<file path="src/rtl/adc_ctrl_pkg.sv">
// Shared definitions for the ADC line-capture controller: register map,
// FSM encoding, STATUS/CTRL bit positions and the LENGTH clamp helper.
package adc_ctrl_pkg;

  localparam int SAMPLE_W = 16;

  localparam logic [2:0] ADDR_CTRL     = 3'd0;
  localparam logic [2:0] ADDR_LENGTH   = 3'd1;
  localparam logic [2:0] ADDR_STATUS   = 3'd2;
  localparam logic [2:0] ADDR_DATA     = 3'd3;
  localparam logic [2:0] ADDR_LINE_CNT = 3'd4;

  typedef enum logic [1:0] {
    ST_IDLE    = 2'd0,
    ST_ARMED   = 2'd1,
    ST_CAPTURE = 2'd2,
    ST_DONE    = 2'd3
  } state_e;

  localparam int CTRL_ARM_BIT    = 0;
  localparam int CTRL_CLEAR_BIT  = 1;
  localparam int CTRL_IRQ_EN_BIT = 2;

  localparam int STAT_EMPTY_BIT = 2;
  localparam int STAT_FULL_BIT  = 3;
  localparam int STAT_OVF_BIT   = 4;
  localparam int STAT_DONE_BIT  = 5;

  localparam logic [15:0] LENGTH_RESET = 16'd1024;

  // A zero-length line would never finish, so 0 is promoted to 1.
  function automatic logic [15:0] f_sat_length(input logic [15:0] i_val,
                                               input logic [15:0] i_max);
    logic [15:0] v;
    if (i_val == 16'd0) begin
      v = 16'd1;
    end else if (i_val > i_max) begin
      v = i_max;
    end else begin
      v = i_val;
    end
    return v;
  endfunction

endpackage

</file>
<file path="src/rtl/adc_sample_fifo.sv">
// Show-ahead sample FIFO with synchronous flush and occupancy output.
// A push while full is accepted only when a pop happens in the same cycle.
module adc_sample_fifo
  import adc_ctrl_pkg::*;
#(
  parameter int DEPTH = 32,
  localparam int AW = $clog2(DEPTH)
) (
  input  logic                i_clk,
  input  logic                i_rst_n,
  input  logic                i_flush,
  input  logic                i_push,
  input  logic                i_pop,
  input  logic [SAMPLE_W-1:0] i_wdata,
  output logic [SAMPLE_W-1:0] o_rdata,
  output logic                o_empty,
  output logic                o_full,
  output logic [AW:0]         o_level
);

  localparam logic [AW-1:0] PTR_ONE = AW'(1);
  localparam logic [AW:0]   LVL_ONE = (AW + 1)'(1);
  localparam logic [AW:0]   LVL_MAX = (AW + 1)'(DEPTH);

  logic [SAMPLE_W-1:0] r_mem [DEPTH];
  logic [AW-1:0]       r_wptr;
  logic [AW-1:0]       r_rptr;
  logic [AW:0]         r_level;
  logic                w_do_push;
  logic                w_do_pop;

  assign o_empty   = (r_level == '0);
  assign o_full    = (r_level == LVL_MAX);
  assign o_level   = r_level;
  assign o_rdata   = r_mem[r_rptr];
  assign w_do_pop  = i_pop && !o_empty;
  assign w_do_push = i_push && (!o_full || w_do_pop);

  // Storage array; contents are only meaningful between the pointers.
  always_ff @(posedge i_clk) begin
    if (w_do_push && !i_flush) begin
      r_mem[r_wptr] <= i_wdata;
    end
  end

  // Pointer and occupancy bookkeeping.
  always_ff @(posedge i_clk or negedge i_rst_n) begin
    if (!i_rst_n) begin
      r_wptr  <= '0;
      r_rptr  <= '0;
      r_level <= '0;
    end else if (i_flush) begin
      r_wptr  <= '0;
      r_rptr  <= '0;
      r_level <= '0;
    end else begin
      if (w_do_push) begin
        r_wptr <= r_wptr + PTR_ONE;
      end
      if (w_do_pop) begin
        r_rptr <= r_rptr + PTR_ONE;
      end
      case ({w_do_push, w_do_pop})
        2'b10:   r_level <= r_level + LVL_ONE;
        2'b01:   r_level <= r_level - LVL_ONE;
        default: r_level <= r_level;
      endcase
    end
  end

endmodule

</file>
<file path="src/rtl/adc_capture_ctrl.sv">
// Avalon-MM controlled ADC line capture: arm, wait for trigger edge,
// collect LENGTH samples into a FIFO, then flag done / raise irq.
module adc_capture_ctrl
  import adc_ctrl_pkg::*;
#(
  parameter int FIFO_DEPTH = 32,
  parameter int MAX_LEN    = 4096
) (
  input  logic        clk,
  input  logic        reset_n,
  input  logic [2:0]  address,
  input  logic        read,
  input  logic        write,
  input  logic [15:0] writedata,
  output logic [15:0] readdata,
  input  logic [15:0] adc_data,
  input  logic        adc_valid,
  input  logic        trigger,
  output logic        irq
);

  localparam int          LW        = $clog2(FIFO_DEPTH) + 1;
  localparam logic [15:0] MAX_LEN_W = 16'(MAX_LEN);

  state_e      r_state;
  logic [15:0] r_length;
  logic [15:0] r_sample_cnt;
  logic [15:0] r_line_cnt;
  logic        r_irq_en;
  logic        r_done;
  logic        r_overflow;
  logic        r_trig_d;
  logic [15:0] r_readdata;
  logic        r_irq;

  state_e      w_state_nxt;
  logic [15:0] w_length_nxt;
  logic [15:0] w_cnt_nxt;
  logic [15:0] w_line_nxt;
  logic        w_irq_en_nxt;
  logic        w_done_nxt;
  logic        w_ovf_nxt;
  logic [15:0] w_rdata_nxt;
  logic [15:0] w_status;

  logic          w_ctrl_wr;
  logic          w_clear;
  logic          w_arm;
  logic          w_len_wr;
  logic          w_trig_rise;
  logic          w_push;
  logic          w_pop;
  logic          w_ovf_evt;
  logic [15:0]   w_cnt_inc;
  logic [15:0]   w_head;
  logic          w_empty;
  logic          w_full;
  logic [LW-1:0] w_level;

  assign w_ctrl_wr   = write && (address == ADDR_CTRL);
  assign w_clear     = w_ctrl_wr && writedata[CTRL_CLEAR_BIT];
  assign w_arm       = w_ctrl_wr && writedata[CTRL_ARM_BIT] && !writedata[CTRL_CLEAR_BIT];
  assign w_len_wr    = write && (address == ADDR_LENGTH);
  assign w_trig_rise = trigger && !r_trig_d;
  // Only samples seen while already capturing count; the trigger cycle's sample is not part of the line.
  assign w_push      = adc_valid && (r_state == ST_CAPTURE) && !w_clear;
  assign w_pop       = read && (address == ADDR_DATA) && !w_empty;
  assign w_ovf_evt   = w_push && w_full && !w_pop;
  assign w_cnt_inc   = r_sample_cnt + 16'd1;

  adc_sample_fifo #(.DEPTH(FIFO_DEPTH)) u_fifo (
    .i_clk   (clk),
    .i_rst_n (reset_n),
    .i_flush (w_clear),
    .i_push  (w_push),
    .i_pop   (w_pop),
    .i_wdata (adc_data),
    .o_rdata (w_head),
    .o_empty (w_empty),
    .o_full  (w_full),
    .o_level (w_level)
  );

  // Next-state and control-register update logic.
  always_comb begin
    w_state_nxt  = r_state;
    w_length_nxt = r_length;
    w_cnt_nxt    = r_sample_cnt;
    w_line_nxt   = r_line_cnt;
    w_done_nxt   = r_done;
    w_ovf_nxt    = r_overflow;
    if (w_ctrl_wr) begin
      w_irq_en_nxt = writedata[CTRL_IRQ_EN_BIT];
    end else begin
      w_irq_en_nxt = r_irq_en;
    end
    if (w_clear) begin
      w_state_nxt = ST_IDLE;
      w_cnt_nxt   = 16'd0;
      w_done_nxt  = 1'b0;
      w_ovf_nxt   = 1'b0;
    end else begin
      if (w_ovf_evt) begin
        w_ovf_nxt = 1'b1;
      end else begin
        w_ovf_nxt = r_overflow;
      end
      if (w_len_wr && (r_state == ST_IDLE)) begin
        w_length_nxt = f_sat_length(writedata, MAX_LEN_W);
      end else begin
        w_length_nxt = r_length;
      end
      case (r_state)
        ST_IDLE, ST_DONE: begin
          if (w_arm) begin
            w_state_nxt = ST_ARMED;
            w_done_nxt  = 1'b0;
          end else begin
            w_state_nxt = r_state;
          end
        end
        ST_ARMED: begin
          if (w_trig_rise) begin
            w_state_nxt = ST_CAPTURE;
            w_cnt_nxt   = 16'd0;
          end else begin
            w_state_nxt = ST_ARMED;
          end
        end
        ST_CAPTURE: begin
          if (adc_valid) begin
            w_cnt_nxt = w_cnt_inc;
            if (w_cnt_inc == r_length) begin
              w_state_nxt = ST_DONE;
              w_done_nxt  = 1'b1;
              w_line_nxt  = r_line_cnt + 16'd1;
            end else begin
              w_state_nxt = ST_CAPTURE;
            end
          end else begin
            w_cnt_nxt = r_sample_cnt;
          end
        end
        default: w_state_nxt = ST_IDLE;
      endcase
    end
  end

  // STATUS word assembly and address-selected read mux.
  always_comb begin
    w_status                 = 16'd0;
    w_status[1:0]            = r_state;
    w_status[STAT_EMPTY_BIT] = w_empty;
    w_status[STAT_FULL_BIT]  = w_full;
    w_status[STAT_OVF_BIT]   = r_overflow;
    w_status[STAT_DONE_BIT]  = r_done;
    w_status[15:8]           = 8'(w_level);
    case (address)
      ADDR_CTRL:     w_rdata_nxt = {13'd0, r_irq_en, 2'd0};
      ADDR_LENGTH:   w_rdata_nxt = r_length;
      ADDR_STATUS:   w_rdata_nxt = w_status;
      ADDR_DATA:     w_rdata_nxt = w_empty ? 16'd0 : w_head;
      ADDR_LINE_CNT: w_rdata_nxt = r_line_cnt;
      default:       w_rdata_nxt = 16'd0;
    endcase
  end

  // Register bank, FSM state and registered outputs.
  always_ff @(posedge clk or negedge reset_n) begin
    if (!reset_n) begin
      r_state      <= ST_IDLE;
      r_length     <= LENGTH_RESET;
      r_sample_cnt <= 16'd0;
      r_line_cnt   <= 16'd0;
      r_irq_en     <= 1'b0;
      r_done       <= 1'b0;
      r_overflow   <= 1'b0;
      r_trig_d     <= 1'b0;
      r_readdata   <= 16'd0;
      r_irq        <= 1'b0;
    end else begin
      r_state      <= w_state_nxt;
      r_length     <= w_length_nxt;
      r_sample_cnt <= w_cnt_nxt;
      r_line_cnt   <= w_line_nxt;
      r_irq_en     <= w_irq_en_nxt;
      r_done       <= w_done_nxt;
      r_overflow   <= w_ovf_nxt;
      r_trig_d     <= trigger;
      r_readdata   <= w_rdata_nxt;
      r_irq        <= w_done_nxt && w_irq_en_nxt;
    end
  end

  assign readdata = r_readdata;
  assign irq      = r_irq;

endmodule

</file>
<file path="config.mk">
export PLATFORM = sky130hd
export DESIGN_NAME = adc_capture_ctrl
export DESIGN_NICKNAME = d
export VERILOG_FILES = /design/src/rtl/adc_ctrl_pkg.sv /design/src/rtl/adc_sample_fifo.sv /design/src/rtl/adc_capture_ctrl.sv
export SDC_FILE = /design/constraint.sdc
export NUM_CORES = 1
export LEC_CHECK = 0
export ABC_AREA = 1
export CELL_PAD_IN_SITES_DETAIL_PLACEMENT = 1
export CELL_PAD_IN_SITES_GLOBAL_PLACEMENT = 1
export CORE_ASPECT_RATIO = 0.5
export CORE_UTILIZATION = 40
export DETAILED_ROUTE_END_ITERATION = 7
export HOLD_SLACK_MARGIN = 0.02
export PLACE_DENSITY_LB_ADDON = 0.1
export SLEW_MARGIN = 20
export SYNTH_ARGS = -nofsm -noshare
export SYNTH_HDL_FRONTEND = slang
export SYNTH_SLANG_ARGS = --single-unit
</file>
<file path="constraint.sdc">
create_clock -name clk -period 8.9 [get_ports clk]
set_clock_uncertainty 0.1 [all_clocks]
set_input_delay 2.225 -clock clk [delete_from_list [all_inputs] [get_ports clk]]
set_output_delay 2.225 -clock clk [all_outputs]
set_load 0.01 [all_outputs]
</file>
==> impl_results.md, run 1 <==
- Reg2Reg Depth: 19
- Largest family of logic cells by synthesized area: simple AND/OR/NAND/NOR gates
- # setup viols final: 0
- Pleak: 9.544 nW
- Reg2reg setup slack: 4340 ps
- Placed insts: 2946
- Vias per cell: 5.659
- Kind of start point of the critical path: input pin
- Setup Fix Bufs, Post-CTS: 0
- Drt wl/cell: 25.05 um
- Fin Setup TNS: 0 ps
- Post-synthesis sequential area ratio: 69.82%
- Fin nets: 2234
- Final std cells w/o fill: 3046
- Crit path DAT: 6520 ps
- Final ANT Viol Nets: 0
- Syn Area/Cell: 11.65 um2
- Hold-fix buffer count after cts: 0
- RSZ-0062 raised after global routing: no
- Post-CTS sizing: 0
- Starting Density: 40.83%
- Critical path endpoint category: register
- Mapped Cells: 2158
- Reg area: 17560 um2
- Vias after detailed routing: 17240
- Outcome: finished, final reports clean
- DRC viols: 0
- Max-slew violation count: 0
- Synth cell types: 48
- Vias in the first global route: 17200
- Die H: 179.3 um
- First-pass GRT wire length: 112.9 mm
- CTS buffer count: 54
- Area Overhead vs Synth: 12.23%
- Post-synthesis simple-gate area fraction: 13.98%
- Filler cells: 6429
- Yosys warnings: 0
- Slew headroom: 20.96%
- HP Class: reg2reg
- Critical Setup Path Class: in2reg
- Synth Area in XOR/XNOR: 0.7515%
- Skew-Pair Late Insertion Delay: 620 ps
- Worst Path Required: 9300 ps
- PortBufs: 57
- Maxcap violations: 0
- Post-synth EDFFs: 512
- Crit path time final: 6123 ps
- DR iter-0 viols: 1458
- Share of cells above drive strength 1: 8.198%
- Drt pass-1 iters: 5
- Final wirelength: 76.30 mm
- Initial antenna violation count: 2
- Power Dens Cells: 288.7 nW/um2
- Area occupied by multi-input gates: 6858 um2
- Period utilization: 68.80%
- Total gr overflow: 0
- Core area: 61580 um2
- Die Wd: 356.6 um
- Post-synthesis register bit count: 599
- Post-synthesis cell area: 25140 um2
- Clock Tree Root: clkbuf_16
- CTS tree: built
- Largest net degree at the start of global routing: 96
- Post-synth ARST share: 14.52%
- Top_reg_cell synth: edfxtp_1
- Area share of fa/ha/maj cells after synthesis: 0.8261%
- Clock slew at reported path FFs: 70 ps
- CP Max Fanout: 17
- Most common cell after layout, fill and taps aside: edfxtp_1
- I/O Pins: 58
- Longest Clk Path Bufs: 3
- FMAX: 163.3 MHz
- Final hold vios: 0
- Syn Nets: 2215
- Tightest Pin Transition: 1186 ps
- Post-synthesis mux area share: 0%
- Core Rows: 64
- Clock sinks: 599
- DP HPWL: 47.61 mm
- Die area: 63920 um2
- H-tree depth: 2
- Commonest cells after routing, fill and taps aside: edfxtp_1 (512), nor2_1 (317), o21ai_0 (290), nand2_1 (257), nand3_1 (123)
- Overall power: 8.146 mW
- Total global-route track usage: 24.00%
- Routability cong.: 0.8207
- VDD IR-drop max: 147.3 uV
- Compound-gate portion of the synthesized area: 11.37%
- Hold depth: 2
critical path, cell delays in order:
cell             delay, ps
clkdlybuf4s50_1        520
inv_1                   70
nor3_1                 250
nand2_1                100
clkinv_1               390
nand2_1                340
a21oi_2                550
inv_1                  330
ha_1                   400
ha_1                   370
a21o_1                 180
a31oi_1                210
inv_1                   60
a21oi_1                120
nor2_1                  50
nor2_1                 100
xor2_1                 150
o21ai_0                 80
metal layers:
metal | up-vias | global-route usage, % | part of all wire [%]
met5 | - | 0 | 0
met4 | 0 | 5.275 | 1.9
met2 | 431 | 37.27 | 45
met3 | 90 | 4.193 | 6.0
met1 | 8825 | 35.14 | 47
li1 | 7891 | - | -
final cells by class:
class | instances | share of cell area, %
multi-input combinational | 1347 | 24.30
timing repair buffer | 76 | 2.253
tap | 825 | 3.658
clock inverter | 31 | 1.113
sequential | 599 | 62.24
antenna | 1 | 0.008868
inverter | 99 | 1.339
clock buffer | 68 | 5.086
worst paths after layout:
kind                                                  to                          start
max                        u_fifo.o_level[5]$_DFFE_PN0P_                     address[1]
min                           r_line_cnt[14]$_DFFE_PN0P_     r_line_cnt[14]$_DFFE_PN0P_
min reg2reg                   r_line_cnt[14]$_DFFE_PN0P_     r_line_cnt[14]$_DFFE_PN0P_
max reg2reg                u_fifo.o_level[5]$_DFFE_PN0P_  u_fifo.o_level[1]$_DFFE_PN0P_
max in group asynchronous   u_fifo.r_rptr[0]$_DFFE_PN0P_                        reset_n
min in group asynchronous      r_line_cnt[2]$_DFFE_PN0P_                        reset_n
metrics by stage:
stage               instance area (um2)  setup slack, ps  hold slack [ps]  util [%]
global placement                  26470             2182            388.9     42.98
detailed placement                26470             2159            400.5     42.98
global route                      28210             2422            453.6     45.82
floorplan                         25140             3991            363.2         -
CTS                               28210             2785            416.7     45.82
finish                            28220             2777            422.0     45.82
cell families after synthesis:
group / after synthesis
buffers and inverters: 212
adders and majority gates: 16
xor gates and xnor gates: 20
and+or+nand+nor: 819
DFF: 599
AOI/OAI and AO/OA: 492
sequential cells by signal, summed over array words and instances (netlist names):
register,count
r_irq_en,1
r_sample_cnt,16
irq,1
r_trig_d,1
r_done,1
readdata,16
r_length,16
r_overflow,1
u_fifo.o_level,6
u_fifo.r_wptr,5
u_fifo.r_mem,512
r_state,2
u_fifo.r_rptr,5
r_line_cnt,16
cells in the mapped netlist, drive strengths merged (2+ instances only):
cell type	instances	area (um2)
edfxtp	512	15370
nor2	357	1398
o21ai	293	1470
nand2	266	1026
nand3	125	635.6
clkbuf	103	390.4
o22ai	98	613.1
inv	91	341.6
dfrtp	86	2152
nand4	45	302.8
o221ai	39	341.6
o211ai	29	217.7
a21oi	19	98.85
xor2	16	140.1
ha	15	187.7
nor3	15	80.08
buf	10	56.30
clkinv	8	30.03
a221oi	7	61.31
nor4	6	37.54
nand3b	3	22.52
xnor2	3	26.28
or2	2	12.51
power breakdown:
group          internal [mW]  leakage [nW]  switching [mW]
registers               3.14          5.76           0.149
logic                  0.665          2.95            1.84
clock network           1.27         0.834            1.09
total                   5.07          9.54            3.07
(Power assumes the default switching activity.)
==> inputs of run 2 (changes only) <==
- clock period: 8.9 -> 6.2 ns (I/O delays scaled with it)
==> run 2 against run 1 <==
  * Via count decreased by 0.13%
  * Final cell count increased by 1.0%
  * Sequential cell count unchanged
  * Count of clock-buffer cells in the layout increased by 7
  * Worst hold slack got worse by 6.1 ps
  * Sequential share of layout area decreased by 0.59 points
  * Design area increased by 0.96%
  * First-iteration DRC count decreased by 7.0%
  * Global-route usage decreased by 0.77 points
  * Critical endpoint unchanged
  * Largest power group unchanged
==> impl_results.md, run 2 (synthesized netlist as in run 1, its figures left out) <==
- Total gr overflow: 0
- Commonest cells after routing, fill and taps aside: edfxtp_1 (512), nor2_1 (317), o21ai_0 (290), nand2_1 (257), nand3_1 (123)
- Final instance area: 28490 um2
- Placed Instance Area: 26730 um2
- Critical path endpoint category: register
- Area Overhead vs Synth: 13.31%
- Worst Min Path Start: r_line_cnt[14]$_DFFE_PN0P_
- Biggest register: u_fifo.r_mem
- Power Dens Cells: 410.8 nW/um2
- CTS buffer count: 55
- FMAX: 199.9 MHz
- Core Rows: 64
- Overall power: 11.70 mW
- DP HPWL: 45.16 mm
- Starting Density: 40.83%
- Core area: 61580 um2
- Worst R2R End: u_fifo.o_level[5]$_DFFE_PN0P_
- RSZ-0062 raised after global routing: no
- H-tree depth: 2
- Most common cell after layout, fill and taps aside: edfxtp_1
- Total global-route track usage: 23.24%
- Hold endpoint: r_line_cnt[14]$_DFFE_PN0P_
- Die H: 179.3 um
- Routability cong.: 0.8458
- Pleak: 9.712 nW
- Largest net degree at the start of global routing: 145
- Critical Setup Path Class: in2reg
- Initial antenna violation count: 1
- Crit path time final: 5002 ps
- Crit path DAT: 5390 ps
- Clock sinks: 599
- Skew-Pair Late Insertion Delay: 610 ps
- Drt wl/cell: 24.15 um
- Longest Clk Path Bufs: 3
- Share of cells above drive strength 1: 8.885%
- Vias in the first global route: 17350
- Max reg flops: 512
- I/O Pins: 58
- Worst Path Required: 6580 ps
- DRC viols: 0
- CP Max Fanout: 9
- Clock Tree Root: clkbuf_16
- Reg2reg setup slack: 2210 ps
- PortBufs: 57
- Reg2Reg Depth: 19
- Worst setup path start: address[1]
- First-pass GRT wire length: 110.5 mm
- DR iter-0 viols: 1356
- Drt pass-1 iters: 5
- Final ANT Viol Nets: 0
- Slew headroom: 29.54%
- Final hold vios: 0
- Post-CTS sizing: 0
- Die Wd: 356.6 um
- Final wirelength: 74.31 mm
- Outcome: finished, final reports clean
- Maxcap violations: 0
- Setup Fix Bufs, Post-CTS: 0
- CTS tree: built
- Fin Setup TNS: 0 ps
- Clock slew at reported path FFs: 60 ps
- Vias after detailed routing: 17210
- Tightest Pin Transition: 1056 ps
- # setup viols final: 0
- Worst r2r src: u_fifo.o_level[1]$_DFFE_PN0P_
- Vias per cell: 5.594
- Fin nets: 2264
- Post-layout util: 46.26%
- VDD IR-drop max: 209.2 uV
- HP Class: reg2reg
- Die area: 63920 um2
- Period utilization: 80.68%
- Max-slew violation count: 0
- Hold-fix buffer count after cts: 0
- Kind of start point of the critical path: input pin
- Hold depth: 2
-- run 2: stage by stage --
stage	hold slack (ps)	setup WS [ps]	cells
global route	445.0	855.9	3076
global placement	394.0	717.7	2975
floorplan	363.2	1966	2158
detailed placement	400.8	609.8	2975
finish	415.9	1198	3077
CTS	417.4	1245	3076
-- run 2: cell type report --
class | count | area (um2)
repair buffers | 105 | 898.4
diodes | 1 | 2.502
inverters | 99 | 377.9
multi-input cells | 1347 | 6858
flip-flops and latches | 599 | 17560
clock buffers | 75 | 1461
well taps | 825 | 1032
clock inverters | 26 | 296.5
fillers | 6443 | 33090
-- run 2: power by group --
group | switching (mW) | internal (mW)
logic | 2.58 | 0.971
clock network | 1.52 | 1.90
registers | 0.217 | 4.51
-- run 2: critical path: stages --
cell             delay (ps)
clkdlybuf4s50_1         530
inv_1                    70
nor3_1                  310
nand2_1                 100
clkinv_1                 90
nand2_1                 190
a21oi_2                 510
inv_1                   280
ha_1                    370
ha_1                    370
a21o_1                  180
a31oi_1                 220
inv_1                    70
a21oi_1                 130
nor2_1                   50
nor2_1                  110
xor2_1                  140
o21ai_0                  90
-- run 2: layer usage --
layer  up-vias  wire (um)  global-route usage [%]
met3        78       3174                   3.013
met2       323      35200                   38.82
li1       7944          -                       -
met5         -          0                       0
met1      8869      34860                   32.80
met4         0       1071                   4.095
-- run 2: worst max-delay path by stage --
stage / to / depth (start not counted) / slack (ps)
finish: u_fifo.o_level[5]$_DFFE_PN0P_ / 18 / 1200
global route: u_fifo.o_level[5]$_DFFE_PN0P_ / 18 / 860
CTS: u_fifo.o_level[5]$_DFFE_PN0P_ / 18 / 1240
detailed placement: u_fifo.o_level[5]$_DFFE_PN0P_ / 18 / 610
global placement: u_fifo.o_level[5]$_DFFE_PN0P_ / 18 / 720
floorplan: u_fifo.o_level[5]$_DFFE_PN0P_ / 17 / 1970
